`src/rtl/fetch_stage.sv`:
```
// Instruction-fetch stage plus IF/ID register: owns the PC and keeps one imem request in flight.
// A one-entry skid buffer catches a response that arrives while decode is stalled.
module fetch_stage #(
  parameter int unsigned     XLEN     = 32,
  parameter logic [XLEN-1:0] RESET_PC = '0,
  parameter logic [31:0]     NOP_INST = 32'h00000013
) (
  input  logic            clk,
  input  logic            rst,
  input  logic            stall,
  input  logic            redirect,
  input  logic [XLEN-1:0] redirect_pc,
  output logic            imem_req,
  output logic [XLEN-1:0] imem_addr,
  input  logic            imem_ready,
  input  logic            imem_rvalid,
  input  logic [31:0]     imem_rdata,
  output logic [XLEN-1:0] IF_ID_pc,
  output logic [31:0]     IF_ID_inst,
  output logic            IF_ID_valid
);

  typedef enum logic [1:0] {
    S_REQ  = 2'd0,
    S_WAIT = 2'd1,
    S_DROP = 2'd2
  } state_e;

  state_e state_q, state_d;

  logic [XLEN-1:0] pc_q, pc_d;
  logic [XLEN-1:0] req_pc_q, req_pc_d;
  logic            buf_valid_q, buf_valid_d;
  logic [XLEN-1:0] buf_pc_q, buf_pc_d;
  logic [31:0]     buf_inst_q, buf_inst_d;
  logic            if_id_valid_q, if_id_valid_d;
  logic [XLEN-1:0] if_id_pc_q, if_id_pc_d;
  logic [31:0]     if_id_inst_q, if_id_inst_d;

  logic handshake;
  logic resp_good;

  // State register
  always_ff @(posedge clk) begin
    if (rst) begin
      state_q <= S_REQ;
    end else begin
      state_q <= state_d;
    end
  end

  // Next-state logic; a returning response always ends the outstanding request
  always_comb begin
    state_d = state_q;
    unique case (state_q)
      S_REQ: begin
        if (handshake) state_d = S_WAIT;
      end
      S_WAIT: begin
        if (imem_rvalid)   state_d = S_REQ;
        else if (redirect) state_d = S_DROP;
      end
      S_DROP: begin
        if (imem_rvalid) state_d = S_REQ;
      end
      default: state_d = S_REQ;
    endcase
  end

  // Output logic
  always_comb begin
    imem_req  = (state_q == S_REQ) && !buf_valid_q && !redirect;
    imem_addr = pc_q;
    handshake = imem_req && imem_ready;
    resp_good = (state_q == S_WAIT) && imem_rvalid;
  end

  // Datapath: PC, skid buffer and IF/ID
  always_comb begin
    pc_d          = pc_q;
    req_pc_d      = req_pc_q;
    buf_valid_d   = buf_valid_q;
    buf_pc_d      = buf_pc_q;
    buf_inst_d    = buf_inst_q;
    if_id_valid_d = if_id_valid_q;
    if_id_pc_d    = if_id_pc_q;
    if_id_inst_d  = if_id_inst_q;

    if (redirect) begin
      pc_d          = redirect_pc;
      buf_valid_d   = 1'b0;
      if_id_valid_d = 1'b0;
      if_id_inst_d  = NOP_INST;
    end else begin
      if (handshake) begin
        req_pc_d = pc_q;
        pc_d     = pc_q + XLEN'(4);
      end
      if (stall) begin
        if (resp_good) begin
          buf_valid_d = 1'b1;
          buf_pc_d    = req_pc_q;
          buf_inst_d  = imem_rdata;
        end
      end else if (buf_valid_q) begin
        buf_valid_d   = 1'b0;
        if_id_valid_d = 1'b1;
        if_id_pc_d    = buf_pc_q;
        if_id_inst_d  = buf_inst_q;
      end else if (resp_good) begin
        if_id_valid_d = 1'b1;
        if_id_pc_d    = req_pc_q;
        if_id_inst_d  = imem_rdata;
      end else begin
        if_id_valid_d = 1'b0;
        if_id_inst_d  = NOP_INST;
      end
    end
  end

  always_ff @(posedge clk) begin
    if (rst) begin
      pc_q          <= RESET_PC;
      req_pc_q      <= '0;
      buf_valid_q   <= 1'b0;
      buf_pc_q      <= '0;
      buf_inst_q    <= NOP_INST;
      if_id_valid_q <= 1'b0;
      if_id_pc_q    <= '0;
      if_id_inst_q  <= NOP_INST;
    end else begin
      pc_q          <= pc_d;
      req_pc_q      <= req_pc_d;
      buf_valid_q   <= buf_valid_d;
      buf_pc_q      <= buf_pc_d;
      buf_inst_q    <= buf_inst_d;
      if_id_valid_q <= if_id_valid_d;
      if_id_pc_q    <= if_id_pc_d;
      if_id_inst_q  <= if_id_inst_d;
    end
  end

  assign IF_ID_valid = if_id_valid_q;
  assign IF_ID_pc    = if_id_pc_q;
  assign IF_ID_inst  = if_id_inst_q;

endmodule

```
`config.mk`:
```
export PLATFORM = sky130hd
export DESIGN_NAME = fetch_stage
export DESIGN_NICKNAME = d
export VERILOG_FILES = /design/src/rtl/fetch_stage.sv
export SDC_FILE = /design/constraint.sdc
export NUM_CORES = 1
export LEC_CHECK = 0
export ABC_AREA = 1
export BUFFER_PORTS_ARGS = -buffer_cell sky130_fd_sc_hd__buf_4
export CAP_MARGIN = 20
export CORE_MARGIN = 2
export CORE_UTILIZATION = 50
export CTS_CLUSTER_SIZE = 28
export DETAILED_ROUTE_END_ITERATION = 10
export GPL_TIMING_DRIVEN = 0
export PLACE_DENSITY = 0.76
export SLEW_MARGIN = 10
export SYNTH_ARGS = -nofsm -noshare
export SYNTH_HDL_FRONTEND = slang
export SYNTH_SLANG_ARGS = --single-unit
```
`constraint.sdc`:
```
create_clock -name clk -period 1.4 [get_ports clk]
set_input_delay 0.14 -clock clk [delete_from_list [all_inputs] [get_ports clk]]
set_output_delay 0.14 -clock clk [all_outputs]
set_load 0.05 [all_outputs]
```
==> metrics.csv, run 1 <==
metric;value;unit
place.port_buffers;166;
hold_path.startpoint;redirect_pc[10];
ios;168;
skew;0.0114;ns
synth_compound_gate_area_share;0.213;
cpPeakStageDelay;0.33;ns
remaining_drc_errors;0;
clk-insertion-delay-late;0.45;ns
die_area;0.0182;sq mm
post_synth_and_or_nand_nor_area_fraction;0.227;
status;finished with violations;
hold_viol;0;
post_synth_inst_count;1200;
timing.critical_path.buf_inv;3;
power.clock.fraction;0.401;
detail_route.wirelength.met1;12400;um
number_of_flops_mapped_to_enable_cells_by_yosys;0;
share_comb_of_total_power;0.142;
critical-path-top-delay-family;buffers and inverters;
crit_start;buf_valid_q;
sequentialPowerShare;0.457;
cts_max_level;4;
top_layer_used;met4;
yosys.area_share.adder;0.00146;
clk_root_buffer_cell;sky130_fd_sc_hd__clkbuf_16;
grt_max_degree;19;
max_clock_freq;636;MHz
wl_met2;13800;um
yosysUniqueCellTypes;31;
average_footprint_of_a_synthesized_cell;7.15;sq um
final_antenna_net_count;0;
mostFrequentLayoutCell;sky130_fd_sc_hd__nand2_1;
grt_first_pass_wirelength;42900;um
floorplan.core_area;0.0167;sq mm
final_core_utilization;0.759;
num_rows;47;
power.total;12.9;mW
finalWorstPathRequiredPeriod;1.57;ns
maxSlewHeadroom;0.422;
ys_dominant_reg_cell;sky130_fd_sc_hd__dfxtp_1;
num_clock_sinks;196;
post_synth_mux_area_share;0;
async_reset_ff_frac;0;
p_sw_frac;0.282;
dr.first_iter.drc_count;898;
path_class;reg -> out;
via_count_of_the_first_global_routing_pass;8562;
ys_ff_latch;196;
finalCritPeriodShare;1.12;
internal_power;9.28;mW
cts_tree;built;
startpoint_type;register;
worstReg2RegStart;imem_addr[3];
routed_wirelength;29500;um
cts_inserted_buffers;17;
layout.nets;1552;
worst_ep_required_time;1.26;ns
dr_total_vias;9621;
hp-class;in -> reg;
fin_setup_tns;-3.89;ns
synth_top_family_by_area;simple AND/OR/NAND/NOR gates;
worst_ir_drop_vdd;0.906;mV
critPathArrivalTime;1.43;ns
maxCapViolations;0;
critPathSlowestCell;sky130_fd_sc_hd__dfxtp_2;
crit_path_end_kind;output pin;
power.leakage;5.08;nW
part_of_the_yosys_area_used_for_sequential_elements;0.457;
dr.pass1.iters;5;
timing.critical_path.fanout_max;3;
fp.dieH;135;um
worstPathCellList;buf_6 > buf_8 > nor4_4 > buf_6;
worst_margin_slew;0.867;ns
pre_cts_slack;-0.254;ns
diodes;0;
grt_overflow_total;0;
mappedNetlistNets;1271;
power-per-cell-area;1020;mW/mm^2
met3_length;2230;um
layout-drive-gt1-share;0.326;
gp_routability_congestion;0.918;
hold_ws;0.00894;ns
rsz_0062_raised_after_global_routing;true;
dp.final_hpwl;18300;um
most_numerous_cell_on_the_critical_path;sky130_fd_sc_hd__buf_6;
clk_transition_reported_paths;0.07;ns
post-route-worst-setup-slack;-0.172;ns
power_switching;3.65;mW
route.detailed.wl_per_inst;17.2;um
groute.usage.overall;0.293;
layout-area-overhead-vs-synth;47.7;%
dieWidth;135;um
synthXorXnorAreaFrac;0.00511;
grt_antenna_before_repair;0;
report.final.slew_viol_count;0;
final_cell_mix;sky130_fd_sc_hd__nand2_1 (216), sky130_fd_sc_hd__buf_4 (201), sky130_fd_sc_hd__dfxtp_1 (170), sky130_fd_sc_hd__a21oi_1 (149), sky130_fd_sc_hd__o21ai_0 (108);
routed_via_density;5.61;
violations;negative setup slack;
finalSetupViolations;58;
max-clock-path-buffers;2;
synthesis.area;0.00858;sq mm
initial_utilization;0.514;
yosys_warnings;0;
-- worst register-to-register path, delay by kind of cell, from the launching register on --
| kind | cells | cell delay (ns) |
|---|---|---|
| compound gates | 1 | 0.08 |
| buf+inv | 1 | 0.17 |
| simple gates | 5 | 0.63 |
| fa+ha+maj | 1 | 0.16 |
| flops | 1 | 0.39 |
-- repair_timing --
item,4_1_cts,5_1_grt
hold buffers,41,0
setup endpoints to repair,180,178
endpoints found under the hold margin,67,0
cloned,8,6
pin swaps,29,39
gates resized for setup,144,173
setup buffers,20,26
-- path summary, 6_finish.rpt --
path                    endpoint  slack (ns)  depth (start not counted)
setup / recovery        imem_req       -0.17                          4
hold / removal     imem_addr[10]       0.009                          5
setup reg to reg   imem_addr[28]       -0.15                          8
hold reg to reg   buf_inst_q[29]        0.46                          2
-- metal layers --
| layer | vias to the layer above | global-route usage |
|---|---|---|
| met5 | - | 0 |
| met4 | 0 | 0.0909 |
| met3 | 97 | 0.0458 |
| met2 | 478 | 0.468 |
| met1 | 4505 | 0.410 |
| li1 | 4541 | - |
-- kinds of logic after synthesis --
logic type / Yosys count
and+or+nand+nor: 449
AOI/OAI and AO/OA: 355
adders and majority gates: 1
buffers and inverters: 194
xor gates and xnor gates: 5
DFF: 196
-- cell usage after synthesis (5+ instances only) --
master / number / area (sq um)
sky130_fd_sc_hd__a21oi_1: 186 / 931
sky130_fd_sc_hd__o21ai_1: 5 / 25.0
sky130_fd_sc_hd__inv_2: 5 / 18.8
sky130_fd_sc_hd__clkbuf_1: 34 / 128
sky130_fd_sc_hd__a211oi_1: 16 / 120
sky130_fd_sc_hd__buf_4: 9 / 67.6
sky130_fd_sc_hd__nand2_1: 250 / 938
sky130_fd_sc_hd__dfxtp_1: 196 / 3920
sky130_fd_sc_hd__nand4_1: 9 / 56.3
sky130_fd_sc_hd__nor2_2: 5 / 31.3
sky130_fd_sc_hd__a31oi_1: 7 / 43.8
sky130_fd_sc_hd__nor2_1: 69 / 259
sky130_fd_sc_hd__nand3_2: 5 / 50.1
sky130_fd_sc_hd__o21ai_0: 140 / 701
sky130_fd_sc_hd__inv_1: 105 / 394
sky130_fd_sc_hd__nand3_1: 95 / 475
sky130_fd_sc_hd__buf_2: 33 / 165
-- flip-flops by register name, summed over array words and instances (netlist names) --
name / count
IF_ID_inst: 32
buf_pc_q: 32
buf_valid_q: 1
req_pc_q: 32
state_q: 2
IF_ID_valid: 1
imem_addr: 32
buf_inst_q: 32
IF_ID_pc: 32
-- power by group through the flow --
stage                     Sequential, mW  Combinational, mW  Clock (mW)
after global placement              6.02               1.46           0
after global routing                5.92               1.95        5.40
after CTS                           5.89               1.68        5.17
after floorplan                     6.29              0.627           0
after detailed placement            6.02               1.47           0
final                               5.91               1.83        5.19
-- layout make-up --
cell class / count / area (sq um)
multi-input combinational: 812 / 4560
clock inverter: 15 / 193
fill: 1178 / 4030
timing repair buffer: 264 / 2230
inverter: 111 / 439
sequential: 196 / 3990
clock buffer: 17 / 425
buffer: 79 / 548
tap: 220 / 275
-- metrics by stage --
stage / instances / instance area (sq um)
after CTS: 1687 / 11900
after global placement: 1586 / 10200
after floorplan: 1200 / 8680
after detailed placement: 1586 / 10200
after global routing: 1714 / 12700
final: 1714 / 12700
Power figures use the tool's default switching activity.
==> run 2, diff against run 1 <==
==> constraint.sdc (replaced) <==
create_clock -name clk -period 1.4 [get_ports clk]
set_input_delay 0.07 -clock clk [delete_from_list [all_inputs] [get_ports clk]]
set_output_delay 0.07 -clock clk [all_outputs]
set_load 0.05 [all_outputs]
==> run 2 against run 1 <==
  * The flow finishes with violations (negative hold slack, negative setup slack)
  * Register-to-register slack got worse by 0.02 ns
  * Flip-flop and latch count unchanged
  * Critical path depth increased by 6
  * Worst hold slack got worse by 0.013 ns
  * Die area unchanged
  * Clock power decreased by 12%
  * Fmax increased by 0.27%
  * Wire length increased by 4.8%
  * Design area increased by 1.1%
  * Clock skew decreased by 0.0010 ns
  * Sequential share of layout area decreased by 0.37 points
  * Sequential power about the same
==> metrics.csv, run 2 (synthesized netlist as in run 1, its figures left out) <==
metric;value;unit
status;finished with violations;
violations;negative hold slack, negative setup slack;
initial_utilization;0.514;
finalSetupViolations;99;
finalCritPeriodShare;1.12;
num_clock_sinks;196;
place.detailed.instances;1586;
max-clock-path-buffers;2;
hold_ws;-0.00427;ns
cpPeakStageDelay;0.35;ns
maxCapViolations;0;
num_rows;47;
mostFrequentLayoutCell;sky130_fd_sc_hd__nand2_1;
critPathArrivalTime;1.93;ns
dr.first_iter.drc_count;1085;
power.total;12.5;mW
worst_ir_drop_vdd;0.872;mV
routed_via_density;5.71;
worstPathCellList;buf_6 > buf_8 > inv_6 > nand2_4 > inv_4 > nor2_8 > buf_12 > clkbuf_16 > nand3_2 > a21oi_2;
path_class;reg -> reg;
dieWidth;135;um
final_antenna_net_count;0;
internal_power;8.91;mW
remaining_drc_errors;0;
dr_total_vias;9859;
p_sw_frac;0.285;
hp-class;in -> reg;
groute.usage.overall;0.290;
post-route-worst-setup-slack;-0.167;ns
die_area;0.0182;sq mm
layout.nets;1566;
grt_overflow_total;0;
cts_max_level;4;
cts_tree;built;
final_cell_mix;sky130_fd_sc_hd__nand2_1 (224), sky130_fd_sc_hd__buf_4 (209), sky130_fd_sc_hd__dfxtp_1 (170), sky130_fd_sc_hd__a21oi_1 (146), sky130_fd_sc_hd__inv_1 (102);
clk_transition_reported_paths;0.07;ns
via_count_of_the_first_global_routing_pass;8430;
clk_root_buffer_cell;sky130_fd_sc_hd__clkbuf_16;
cts_inserted_buffers;17;
crit_path_end_kind;register;
worst_margin_slew;0.828;ns
floorplan.core_area;0.0167;sq mm
dp.final_hpwl;18200;um
met3_length;2760;um
fp.dieH;135;um
place.port_buffers;166;
routed_wirelength;30900;um
wl_met2;14700;um
layout-drive-gt1-share;0.330;
final_cell_count_no_fill;1728;
finalWorstPathRequiredPeriod;1.57;ns
power.clock.fraction;0.367;
detail_route.wirelength.met1;12500;um
ios;168;
report.final.slew_viol_count;0;
rsz_0062_raised_after_global_routing;true;
critPathSlowestCell;sky130_fd_sc_hd__dfxtp_2;
route.detailed.wl_per_inst;17.9;um
startpoint_type;register;
final_core_utilization;0.767;
diodes;0;
share_comb_of_total_power;0.158;
clk-insertion-delay-late;0.44;ns
gp_routability_congestion;0.929;
power_switching;3.55;mW
dr.pass1.iters;7;
hold_viol;1;
power-per-cell-area;972;mW/mm^2
sequentialPowerShare;0.475;
n_fill_cell;1180;
skew;0.0104;ns
top_layer_used;met4;
timing.critical_path.fanout_max;7;
layout-area-overhead-vs-synth;49.4;%
grt_first_pass_wirelength;42400;um
fin_setup_tns;-7.00;ns
worst_ep_required_time;1.76;ns
grt_antenna_before_repair;0;
maxSlewHeadroom;0.448;
power.leakage;5.19;nW
grt_max_degree;17;
max_clock_freq;638;MHz
==> run 2: stage by stage <==
step / setup WS (ns) / instance area [sq um]
after floorplan: -0.0949 / 8680
after global placement: -0.272 / 10200
after detailed placement: -0.296 / 10200
after CTS: -0.260 / 11500
after global routing: -0.225 / 12800
final: -0.167 / 12800
==> run 2: routing by layer <==
metal,track usage,vias up
met4,0.0984,0
li1,-,4570
met5,0,-
met3,0.0375,109
met1,0.412,4540
met2,0.458,640
==> run 2: power by group through the flow <==
stage,logic (mW),clock network (mW),registers (mW)
after floorplan,0.627,0,6.29
after global placement,1.46,0,6.02
after detailed placement,1.47,0,6.02
after CTS,1.64,4.53,5.90
after global routing,2.09,4.74,5.93
final,1.97,4.57,5.91
==> run 2: what timing repair did <==
action	in CTS	in global routing
cloned	2	15
pin swaps	13	53
hold endpoints to repair	79	0
setup buffers	14	34
hold buffers	48	0
gates resized for setup	76	250
setup endpoints to repair	182	156
==> run 2: final cells by class <==
| cell class | count | area, sq um | share of cell area |
|---|---|---|---|
| clock inverter | 13 | 91.3 | 0.00713 |
| clock buffer | 19 | 433 | 0.0338 |
| buffer | 81 | 603 | 0.0471 |
| inverter | 111 | 437 | 0.0341 |
| multi-input combinational | 812 | 4570 | 0.357 |
| timing repair buffer | 276 | 2410 | 0.188 |
| tap | 220 | 275 | 0.0215 |
| sequential | 196 | 3990 | 0.311 |
==> run 2: path summary, 6_finish.rpt <==
kind	startpoint	cells after the start	to	slack, ns
setup / recovery	buf_valid_q	10	IF_ID_pc[14]	-0.17
hold / removal	redirect_pc[15]	5	imem_addr[15]	-0.004
setup reg to reg	buf_valid_q	10	IF_ID_pc[14]	-0.17
hold reg to reg	IF_ID_pc[27]	2	IF_ID_pc[27]	0.46
==> run 2: critical path: cells and delay by family (launching register included) <==
family	cells	cell delay [ns]
AO/OA/AOI/OAI	1	0.14
buffers and inverters	6	0.66
flip-flops	1	0.35
AND/OR/NAND/NOR	3	0.33
